==> config.mk <==
export PLATFORM = sky130hd
export DESIGN_NAME = isolated_add_ctrl
export DESIGN_NICKNAME = d
export VERILOG_FILES = /design/src/rtl/iso_pkg.sv /design/src/rtl/operand_isolation_adder.sv /design/src/rtl/isolated_add_ctrl.sv
export SDC_FILE = /design/constraint.sdc
export NUM_CORES = 1
export LEC_CHECK = 0
export BUFFER_PORTS_ARGS = -buffer_cell sky130_fd_sc_hd__buf_2
export CORE_MARGIN = 5
export CORE_UTILIZATION = 49
export DETAILED_ROUTE_END_ITERATION = 8
export PLACE_DENSITY = 0.76
export SLEW_MARGIN = 20
export SYNTH_ARGS = -nofsm -noshare
export SYNTH_HDL_FRONTEND = slang
export SYNTH_HIERARCHICAL = 1
export SYNTH_SLANG_ARGS = --single-unit
==> constraint.sdc <==
create_clock -name clk -period 2 [get_ports clk]
set_input_delay 0.2 -clock clk [delete_from_list [all_inputs] [get_ports clk]]
set_output_delay 0.2 -clock clk [all_outputs]
set_load 0.05 [all_outputs]
==> src/rtl/iso_pkg.sv <==
// Shared FSM encoding and default sizing for the isolated adder controller.
package iso_pkg;

    localparam int DEFAULT_WIDTH       = 8;
    localparam int DEFAULT_IDLE_CYCLES = 4;

    typedef enum logic [2:0] {
        IDLE    = 3'd0,
        SLEEP   = 3'd1,
        WAKE    = 3'd2,
        COMPUTE = 3'd3,
        HOLD    = 3'd4
    } state_t;

endpackage

==> src/rtl/operand_isolation_adder.sv <==
// Adder whose operands are forced to zero while disabled, so the carry chain
// stays quiet between transfers.
module operand_isolation_adder #(
    parameter int WIDTH = 8
) (
    input  logic             enable,
    input  logic [WIDTH-1:0] a,
    input  logic [WIDTH-1:0] b,
    output logic [WIDTH-1:0] sum
);

    logic [WIDTH-1:0] gated_a;
    logic [WIDTH-1:0] gated_b;

    assign gated_a = a & {WIDTH{enable}};
    assign gated_b = b & {WIDTH{enable}};
    // Carry out is dropped: the result wraps modulo 2^WIDTH.
    assign sum     = gated_a + gated_b;

endmodule

==> src/rtl/isolated_add_ctrl.sv <==
// Handshaked single-operation adder controller with operand isolation and an
// idle-driven SLEEP state that costs one extra wake cycle on the next transfer.
module isolated_add_ctrl
    import iso_pkg::*;
#(
    parameter int WIDTH       = DEFAULT_WIDTH,
    parameter int IDLE_CYCLES = DEFAULT_IDLE_CYCLES
) (
    input  logic             clk,
    input  logic             rst,
    input  logic             in_valid,
    output logic             in_ready,
    input  logic [WIDTH-1:0] in_a,
    input  logic [WIDTH-1:0] in_b,
    output logic             out_valid,
    input  logic             out_ready,
    output logic [WIDTH-1:0] out_sum,
    output logic             iso_enable,
    output logic             sleep
);

    localparam int              CNT_W    = $clog2(IDLE_CYCLES + 1);
    localparam logic [CNT_W-1:0] SLEEP_AT = CNT_W'(IDLE_CYCLES - 1);

    state_t           state;
    state_t           state_next;
    logic [CNT_W-1:0] idle_cnt;
    logic [CNT_W-1:0] idle_cnt_next;
    logic [WIDTH-1:0] op_a;
    logic [WIDTH-1:0] op_b;
    logic [WIDTH-1:0] adder_sum;
    logic             accept;

    assign accept = in_valid & in_ready;

    // In IDLE in_ready is always high, so in_valid implies accept; that is
    // what gives accept priority over falling asleep on the same edge.
    always_comb begin
        state_next    = state;
        idle_cnt_next = idle_cnt;
        case (state)
            IDLE: begin
                if (accept) begin
                    state_next    = COMPUTE;
                    idle_cnt_next = '0;
                end else if (!in_valid) begin
                    if (idle_cnt == SLEEP_AT) begin
                        state_next    = SLEEP;
                        idle_cnt_next = '0;
                    end else begin
                        idle_cnt_next = idle_cnt + 1'b1;
                    end
                end
            end
            SLEEP: begin
                if (accept) begin
                    state_next = WAKE;
                end
            end
            WAKE:    state_next = COMPUTE;
            COMPUTE: state_next = HOLD;
            HOLD: begin
                if (out_ready) begin
                    state_next = IDLE;
                end
            end
            default: begin
                state_next    = IDLE;
                idle_cnt_next = '0;
            end
        endcase
    end

    // Outputs are decoded from the next state so they line up with the state
    // register and never glitch.
    always_ff @(posedge clk or posedge rst) begin
        if (rst) begin
            state      <= IDLE;
            idle_cnt   <= '0;
            op_a       <= '0;
            op_b       <= '0;
            out_sum    <= '0;
            in_ready   <= 1'b1;
            out_valid  <= 1'b0;
            iso_enable <= 1'b0;
            sleep      <= 1'b0;
        end else begin
            state    <= state_next;
            idle_cnt <= idle_cnt_next;
            if (accept) begin
                op_a <= in_a;
                op_b <= in_b;
            end
            if (state == COMPUTE) begin
                out_sum <= adder_sum;
            end
            in_ready   <= (state_next == IDLE) || (state_next == SLEEP);
            out_valid  <= (state_next == HOLD);
            iso_enable <= (state_next == COMPUTE);
            sleep      <= (state_next == SLEEP);
        end
    end

    operand_isolation_adder #(
        .WIDTH(WIDTH)
    ) u_adder (
        .enable(iso_enable),
        .a     (op_a),
        .b     (op_b),
        .sum   (adder_sum)
    );

endmodule

==> results of run 1 <==
[layer usage]
metal | part of all wire | up-vias | global-route usage
li1 | - | 601 | -
met1 | 0.42 | 596 | 0.173
met2 | 0.50 | 24 | 0.262
met3 | 0.057 | 9 | 0.0551
met4 | 0.019 | 0 | 0.0521
met5 | 0 | - | 0
[through the flow]
stage                     instance area, um2  instances   util  setup TNS [ns]  total power (W)
after CTS                               2100        239  0.618         -0.0659          0.00315
after floorplan                         1770        149      -          -0.332          0.00238
after global placement                  2000        229  0.590         -0.0319          0.00265
after global routing                    2110        239  0.623          -0.275          0.00340
final                                   2110        239  0.623         -0.0308          0.00315
after detailed placement                2000        229  0.590          -0.144          0.00272
[power breakdown]
group	internal, W	total, W	switching [W]	leakage, nW
clock	0.000170	0.000393	0.000223	0.0353
combinational	0.000697	0.00154	0.000846	0.580
sequential	0.00100	0.00121	0.000211	0.418
total	0.00187	0.00315	0.00128	1.03
[critical path: cells and delay by family (launching register included)]
| family | cells | cell delay (ns) |
|---|---|---|
| AO/OA/AOI/OAI | 1 | 0.26 |
| multiplexers | 1 | 0.14 |
| buffers and inverters | 1 | 0.06 |
| AND/OR/NAND/NOR | 4 | 0.68 |
| flip-flops | 1 | 0.45 |
| adder cells (fa/ha/maj) | 2 | 0.38 |
[cell families after synthesis]
group,share of synthesized area
AO/OA/AOI/OAI,0.0806
XOR/XNOR,0.0252
multiplexers,0.162
AND/OR/NAND/NOR,0.138
buffers and inverters,0.0346
flip-flops,0.490
adder cells (fa/ha/maj),0.0691
[state kept, by name, indices dropped and copies added (netlist names)]
| register | count |
|---|---|
| idle_cnt | 3 |
| op_b | 8 |
| in_ready | 1 |
| sleep | 1 |
| op_a | 8 |
| iso_enable | 1 |
| out_sum | 8 |
| out_valid | 1 |
| state | 3 |
[synth_stat cells (all sizes together)]
cell	instances
o2bb2ai	1
inv	8
o32ai	1
nor2	3
and2	12
o21a	3
nor3b	1
xnor2	2
a31oi	1
a21oi	8
clkbuf	1
a21o	1
nand3	3
nand3b	1
buf	4
nand2	11
mux2	25
o21ai	3
a211oi	1
nor2b	3
fa	1
and3b	1
ha	8
or4	2
o211ai	1
dfrtp	33
nor3	4
nand4	1
xor2	3
o31a	1
dfstp	1
[how the worst max path moves through the flow]
stage / start / end / slack [ns] / cells after the start
after floorplan: iso_enable / out_sum[6] / -0.21 / 10
after global placement: iso_enable / out_sum[6] / -0.03 / 9
after detailed placement: iso_enable / out_sum[6] / -0.12 / 9
after CTS: iso_enable / out_sum[6] / -0.07 / 9
after global routing: iso_enable / out_sum[6] / -0.11 / 9
final: iso_enable / out_sum[6] / -0.03 / 9
[timing repair]
action	CTS	global route
hold buffers	1	0
setup buffers	1	0
pin swaps	2	3
setup endpoints to repair	2	3
gates cloned	0	0
hold endpoints to repair	15	0
gates resized for setup	3	2
[layout make-up]
type	count	area share
clock buffer	7	0.0261
inverter	8	0.0142
multi-input combinational	102	0.414
timing repair buffer	41	0.112
clock inverter	1	0.00237
tap	46	0.0273
sequential	34	0.404
[placed cells by master (no fill, tap or decap), types with 3 or more instances in the layout]
cell type and instances:
a21oi_1 8, and2_1 10, buf_2 31, buf_4 8, clkbuf_4 5, dfrtp_1 32, ha_1 5, ha_4 3
inv_1 7, mux2_2 25, nand2_1 9, nand3_1 3, nor2_1 3, nor3_1 4, o21a_1 3, o21ai_0 3
xor2_1 3
==> impl_metrics.yaml, run 1 <==
status:
  status: "complete, but fails checks"
  violations: "negative setup slack"
floorplan:
  die_area_um2: 4840
  num_rows: 21
  io_pins: 32
  fp.dieW_um: 69.6
  core_um2: 3390
  start_util: 0.513
  dieHeight_um: 69.6
drt:
  antenna_left: 0
  dr_total_vias: 1230
  drc: 0
  drt-total-wl_mm: 3.26
  via_per_inst: 5.15
  routedWlPerCell_um: 13.6
  first_iter_violations: 22
  drt_first_pass_iters: 6
yosys:
  synth_cells: 149
  synth_cell_type_count: 35
  synth-seq-cells: 34
  yosysSeqAreaShare: 0.490
  syn_area_um2: 1740
  synth_nets: 178
  synthTopCellsByArea: "dfrtp_1 (48%), mux2_2 (16%), ha_1 (5.8%)"
  yosys_warnings: 6
  netlist.area_leader.share: 0.475
  syn_area_per_cell_um2: 11.7
  yosys.area.top_type: "dfrtp_1"
sta:
  setup_viol: 1
  setup_ws_ns: -0.0308
  finalClockSkew_ns: 0.00968
  fin_hold_ws_ns: 0.0899
  hold_violations: 0
  rsz0062_at_grt: "true"
  drv_slew: 0
  timing.final.crit_share: 1.02
  worst_pin_slew_ns: 0.660
  max_slew_margin: 0.559
  period_needed_ns: 2.03
  fmax_ghz: 0.492
worst_setup_path:
  crit_path_start_kind: "flop"
  cp.required_ns: 2.28
  cp.arrival_ns: 2.31
  setup.worst_path.class: "flop to flop"
  cpPeakStageDelay_ns: 0.45
  reg2reg_slack_ns: -0.03
  path_cells: "and2_4 > ha_4 > inv_2 > fa_2 > nor2b_4 > o31a_1 > or4_1 > nand3_1 > mux2_2"
  crit_fanout: 6
  r2r-end: "out_sum[6]"
  r2r-start: "iso_enable"
  reg2regPathDepth: 9
  cp_slowest_cell: "dfrtp_2"
  cp-end-kind: "flop"
finish:
  drive_gt1_frac: 0.446
  multiInputGateArea_um2: 873
  seq_area_um2: 853
  syn2layout_area_growth_pct: 21.5
  diodes: 0
  final_nets: 221
  fillerInstances: 282
power:
  vdd_drop_max_mv: 0.727
  leakage_nw: 1.03
  p_per_area_nw_per_um2: 1490
clocking:
  cts_buffer_depth: 2
  clkSlewWorstSetupHoldPaths_ns: 0.10
  htree_num_levels: 2
  insertion_delay_ns: 0.34
  cts_tree: "done"
  clock-sinks: 34
  root_buffer: "clkbuf_4"
  numCtsBuffers: 5
global_routing:
  antenna_found_initial: 0
  grtUsageTotal: 0.152
  grt_pass1_vias: 1325
  grt_max_degree: 19
  grt_first_pass_wirelength_mm: 5.93
  grt-ovfl-total: 0
placed_design:
  port_buffers: 31
  dp_slack_ns: -0.121
  hpwl_mm: 2.49
  gp_congestion: 0.880
worst_hold_path:
  hp-class: "primary input to flop"
  min_from: "in_b[4]"
  hold_depth: 2
  holdPathEnd: "op_b[4]"
job:
  cap_violations: 0
(Power assumes the default switching activity.)
==> run 2, diff against run 1 <==
Settings changed: PLACE_DENSITY 0.76 to 0.74.
==> run 2 against run 1 <==
  * The flow still finishes with violations (negative setup slack)
  * Total power is 5.8% higher
  * Clock-buffer cell count stayed put
  * Cell area is 4.4% higher
  * First-iteration DRC count is 140% higher
  * Fmax is 2.2% lower
  * Wire length is 9.8% higher
  * Critical endpoint unchanged
==> impl_metrics.yaml, run 2 (synthesis gave the netlist of run 1 again) <==
sta:
  rsz0062_at_grt: "true"
  tns_ns: -0.138
  worst_pin_slew_ns: 0.525
  timing.final.crit_share: 1.04
  setup_ws_ns: -0.0762
  fmax_ghz: 0.482
  setup_viol: 3
  period_needed_ns: 2.08
  hold_violations: 0
  max_slew_margin: 0.649
  drv_slew: 0
  fin_hold_ws_ns: 0.0873
  finalClockSkew_ns: 0.0127
drt:
  drc: 0
  first_iter_violations: 53
  dr_total_vias: 1289
  via_per_inst: 5.30
  antenna_left: 0
  drt-total-wl_mm: 3.58
  routedWlPerCell_um: 14.7
  drt_first_pass_iters: 4
floorplan:
  core_um2: 3390
  die_area_um2: 4840
  start_util: 0.513
  fp.dieW_um: 69.6
  dieHeight_um: 69.6
  io_pins: 32
  num_rows: 21
finish:
  fin_area_um2: 2200
  largestRegisters: "op_a x8, op_b x8, out_sum x8"
  diodes: 0
  multiInputGateArea_um2: 933
  syn2layout_area_growth_pct: 26.9
  final_nets: 225
  stdcell_count: 243
  mostFrequentLayoutCells: "dfrtp_1 (32), buf_2 (31), mux2_2 (24)"
  drive_gt1_frac: 0.513
  seq_area_um2: 853
  fillerInstances: 255
  layout_commonest_cell: "dfrtp_1"
worst_setup_path:
  cpPeakStageDelay_ns: 0.46
  cp_slowest_cell: "dfrtp_2"
  crit_fanout: 7
  reg2reg_slack_ns: -0.08
  cp.required_ns: 2.23
  path_cells: "buf_6 > and2_1 > ha_1 > o21a_1 > o31a_1 > o211ai_1 > nand3_2 > mux2_4"
  cp_top_family: "compound AO/OA/AOI/OAI gates"
  reg2regPathDepth: 8
  setup.worst_path.class: "flop to flop"
  path_buf_inv: 1
  r2r-start: "iso_enable"
  crit_path_start_kind: "flop"
  cp-end-kind: "flop"
  r2r-end: "out_sum[6]"
  cp.arrival_ns: 2.30
power:
  power.share.clock: 0.120
  p_int_w: 0.00197
  power_frac_comb: 0.507
  leakage_nw: 1.07
  switching_share: 0.410
  p_seq_frac: 0.373
  p_sw_w: 0.00137
  p_per_area_nw_per_um2: 1510
  vdd_drop_max_mv: 0.782
global_routing:
  grt_pass1_vias: 1337
  grt_busiest_layer: "met2"
  use_met1: 0.174
  use_met2: 0.267
  grt_first_pass_wirelength_mm: 6.04
  grt_max_degree: 35
  grtUsageMet3: 0.0536
  grt-ovfl-total: 0
  grtUsageTotal: 0.155
  antenna_found_initial: 0
placed_design:
  postPlaceCellArea_um2: 2000
  dp_cells: 229
  gp_congestion: 0.961
  port_buffers: 31
  hpwl_mm: 2.48
worst_hold_path:
  hp-class: "primary input to flop"
  hold_depth: 2
  min_from: "in_b[7]"
  holdPathEnd: "op_b[7]"
clocking:
  clock-sinks: 34
  clkSlewWorstSetupHoldPaths_ns: 0.11
  numCtsBuffers: 5
  root_buffer: "clkbuf_4"
  cts_buffer_depth: 2
  htree_num_levels: 2
  insertion_delay_ns: 0.34
  cts_tree: "done"
job:
  cap_violations: 0
status:
  violations: "negative setup slack"
  status: "complete, but fails checks"
==> run 2: area by class of cell <==
class / instances / area share
repair buffers: 45 / 0.123
multi-input cells: 102 / 0.423
well taps: 46 / 0.0261
inverters: 8 / 0.0136
clock inverters: 1 / 0.00227
flip-flops and latches: 34 / 0.387
clock buffers: 7 / 0.0250
==> run 2: stage by stage <==
stage	power (W)	utilization	setup WS [ns]
global route	0.00357	0.650	-0.152
global placement	0.00267	0.590	-0.0151
finish	0.00333	0.650	-0.0762
floorplan	0.00238	-	-0.209
detailed placement	0.00274	0.590	-0.0614
CTS	0.00318	0.618	-0.0331
==> run 2: how the worst max path moves through the flow <==
stage / startpoint / end / slack [ns] / cells past startpoint
after detailed placement: iso_enable / out_sum[6] / -0.06 / 9
after global placement: iso_enable / out_sum[6] / -0.02 / 9
after CTS: iso_enable / out_sum[6] / -0.03 / 8
after floorplan: iso_enable / out_sum[6] / -0.21 / 10
after global routing: iso_enable / out_sum[6] / -0.15 / 8
final: iso_enable / out_sum[6] / -0.08 / 8
==> run 2: power by group through the flow <==
stage,combinational (W),clock [W],sequential [W]
6_report,0.00169,0.000401,0.00124
4_1_cts,0.00155,0.000406,0.00123
3_3_place_gp,0.00145,0,0.00122
2_1_floorplan,0.000920,0,0.00146
3_5_place_dp,0.00150,0,0.00124
5_1_grt,0.00184,0.000443,0.00128
==> run 2: worst reg2reg max path, delay by kind of cell, from the launching register on <==
kind            cells  cell delay (ns)
compound gates      3             0.54
flops               1             0.46
fa+ha+maj           1             0.33
mux                 1             0.27
simple gates        2             0.23
buf+inv             1             0.14
==> run 2: metal layers <==
layer / routed length, um / vias up
met4: 76 / 0
met2: 1920 / 35
met1: 1420 / 633
met3: 156 / 12
met5: 0 / -
li1: - / 609
==> run 2: timing repair <==
| action | CTS | global route |
|---|---|---|
| endpoints found under the hold margin | 33 | 0 |
| pin swaps | 2 | 5 |
| setup buffers | 1 | 4 |
| hold buffers | 1 | 0 |
| endpoints found under the setup margin | 2 | 3 |
| gates resized for setup | 4 | 15 |
==> run 3, diff against run 2 <==
Settings changed: CORE_UTILIZATION 49 to 54, PLACE_DENSITY 0.74 to 0.78.
Clock period 2 ns to 2.2 ns, I/O delays scaled along.
==> run 3 against run 2 <==
  * The run now ends clean
  * Total power decreased by 17%
  * Worst hold slack improved by 0.041 ns
  * Clock skew down 0.00098 ns
  * Largest power group unchanged
  * Highest routed layer unchanged
==> impl_metrics.yaml, run 3 (synthesis gave the netlist of run 1 again) <==
finish:
  final_nets: 215
  syn2layout_area_growth_pct: 16.0
  layout_commonest_cell: "dfrtp_1"
  post-route-util: 0.655
  drive_gt1_frac: 0.396
  fillerInstances: 248
  largestRegisters: "op_a x8, op_b x8, out_sum x8"
  diodes: 0
  mostFrequentLayoutCells: "dfrtp_1 (32), buf_2 (31), mux2_2 (25)"
clocking:
  cts_tree: "done"
  insertion_delay_ns: 0.32
  clkSlewWorstSetupHoldPaths_ns: 0.10
  clock-sinks: 34
  root_buffer: "clkbuf_4"
  numCtsBuffers: 5
  cts_buffer_depth: 2
  htree_num_levels: 2
placed_design:
  port_buffers: 31
  dp_slack_ns: 0.124
  gp_congestion: 0.766
  hpwl_mm: 2.40
power:
  leakage_nw: 0.999
  power.share.clock: 0.125
  p_seq_frac: 0.402
  p_sw_w: 0.00113
  power_frac_comb: 0.473
  vdd_drop_max_mv: 0.594
  total_power_w: 0.00275
  p_per_area_nw_per_um2: 1360
  switching_share: 0.411
  p_int_w: 0.00162
sta:
  worst_pin_slew_ns: 0.457
  period_needed_ns: 2.13
  timing.final.crit_share: 0.966
  drv_slew: 0
  setup_viol: 0
  tns_ns: 0
  fmax_ghz: 0.470
  max_slew_margin: 0.694
  setup_ws_ns: 0.0744
  finalClockSkew_ns: 0.0118
  hold_violations: 0
floorplan:
  core_um2: 3080
  die_area_um2: 4450
  dieHeight_um: 66.7
  num_rows: 20
  io_pins: 32
  fp.dieW_um: 66.7
  start_util: 0.565
worst_setup_path:
  cp.required_ns: 2.47
  cp.arrival_ns: 2.39
  reg2regPathDepth: 9
  crit_path_start_kind: "flop"
  crit_fanout: 7
  reg2reg_slack_ns: 0.07
  r2r-end: "out_sum[6]"
  cp-end-kind: "flop"
  setup.worst_path.class: "flop to flop"
  r2r-start: "iso_enable"
drt:
  via_per_inst: 5.18
  drc: 0
  antenna_left: 0
  drt_first_pass_iters: 4
  drt-total-wl_mm: 3.13
  routedWlPerCell_um: 13.5
  first_iter_violations: 40
  dr_total_vias: 1197
worst_hold_path:
  min_from: "in_a[5]"
  hp-class: "primary input to flop"
  hold_depth: 2
  holdPathEnd: "op_a[5]"
global_routing:
  antenna_found_initial: 0
  grt_pass1_vias: 1239
  grt-ovfl-total: 0
  grt_first_pass_wirelength_mm: 5.44
  grtUsageTotal: 0.162
  grt_max_degree: 35
status:
  status: "completed"
job:
  cap_violations: 0
run 3: cell types whose count changed in the layout (fill, tap and decap cells not counted), moves of 4 or more:
cell	previous run	this run
and2_1	6	12
and2_4	6	0
ha_1	3	7
buf_4	11	3
ha_4	5	0
run 3: worst max-delay path, stage by stage (launching register included):
cell and delay [ns]:
dfrtp_2 0.44, and2_1 0.14, ha_1 0.22, inv_2 0.07, fa_2 0.23, nor2b_4 0.05, o31a_1 0.26, or4_1 0.43
nand3_1 0.10, mux2_2 0.14
run 3: routing by layer:
metal  wire (um)  track usage
met5           0            0
met4          29       0.0457
met3         163       0.0455
met2        1470        0.266
met1        1460        0.207
run 3: power groups by stage:
stage	clock network [W]	logic [W]	registers, W
final	0.000345	0.00130	0.00110
after global routing	0.000389	0.00142	0.00115
after CTS	0.000356	0.00131	0.00110
after detailed placement	0	0.00130	0.00112
after global placement	0	0.00124	0.00110
after floorplan	0	0.000824	0.00133
run 3: stage by stage:
stage / hold slack [ns] / area (um2) / instances
after global routing: 0.102 / 2020 / 231
final: 0.128 / 2020 / 231
after floorplan: 0.361 / 1750 / 149
after CTS: 0.120 / 2010 / 230
after global placement: 0.322 / 1940 / 221
after detailed placement: 0.326 / 1940 / 221
run 3: layout make-up:
class | instances | area, um2 | share of cell area
Multi-Input combinational cell | 102 | 831 | 0.412
Tap cell | 44 | 55.1 | 0.0273
Clock buffer | 8 | 58.8 | 0.0292
Timing Repair Buffer | 35 | 188 | 0.0931
Inverter | 8 | 30.0 | 0.0149
Sequential cell | 34 | 853 | 0.423
run 3: worst max path at each step:
stage / endpoint / start / depth (start not counted) / slack (ns)
finish: out_sum[6] / iso_enable / 9 / 0.07
global route: out_sum[6] / iso_enable / 9 / -0.007
CTS: out_sum[6] / iso_enable / 9 / 0.07
detailed placement: out_sum[6] / iso_enable / 9 / 0.12
global placement: out_sum[6] / iso_enable / 8 / 0.17
floorplan: out_sum[6] / iso_enable / 10 / -0.06
run 3: what timing repair did:
action / in CTS / in global routing
resized for setup: 0 / 2
endpoints found under the setup margin: 0 / 1
setup buffers: 0 / 1
hold buffers: 1 / 0
hold endpoints to repair: 33 / 0
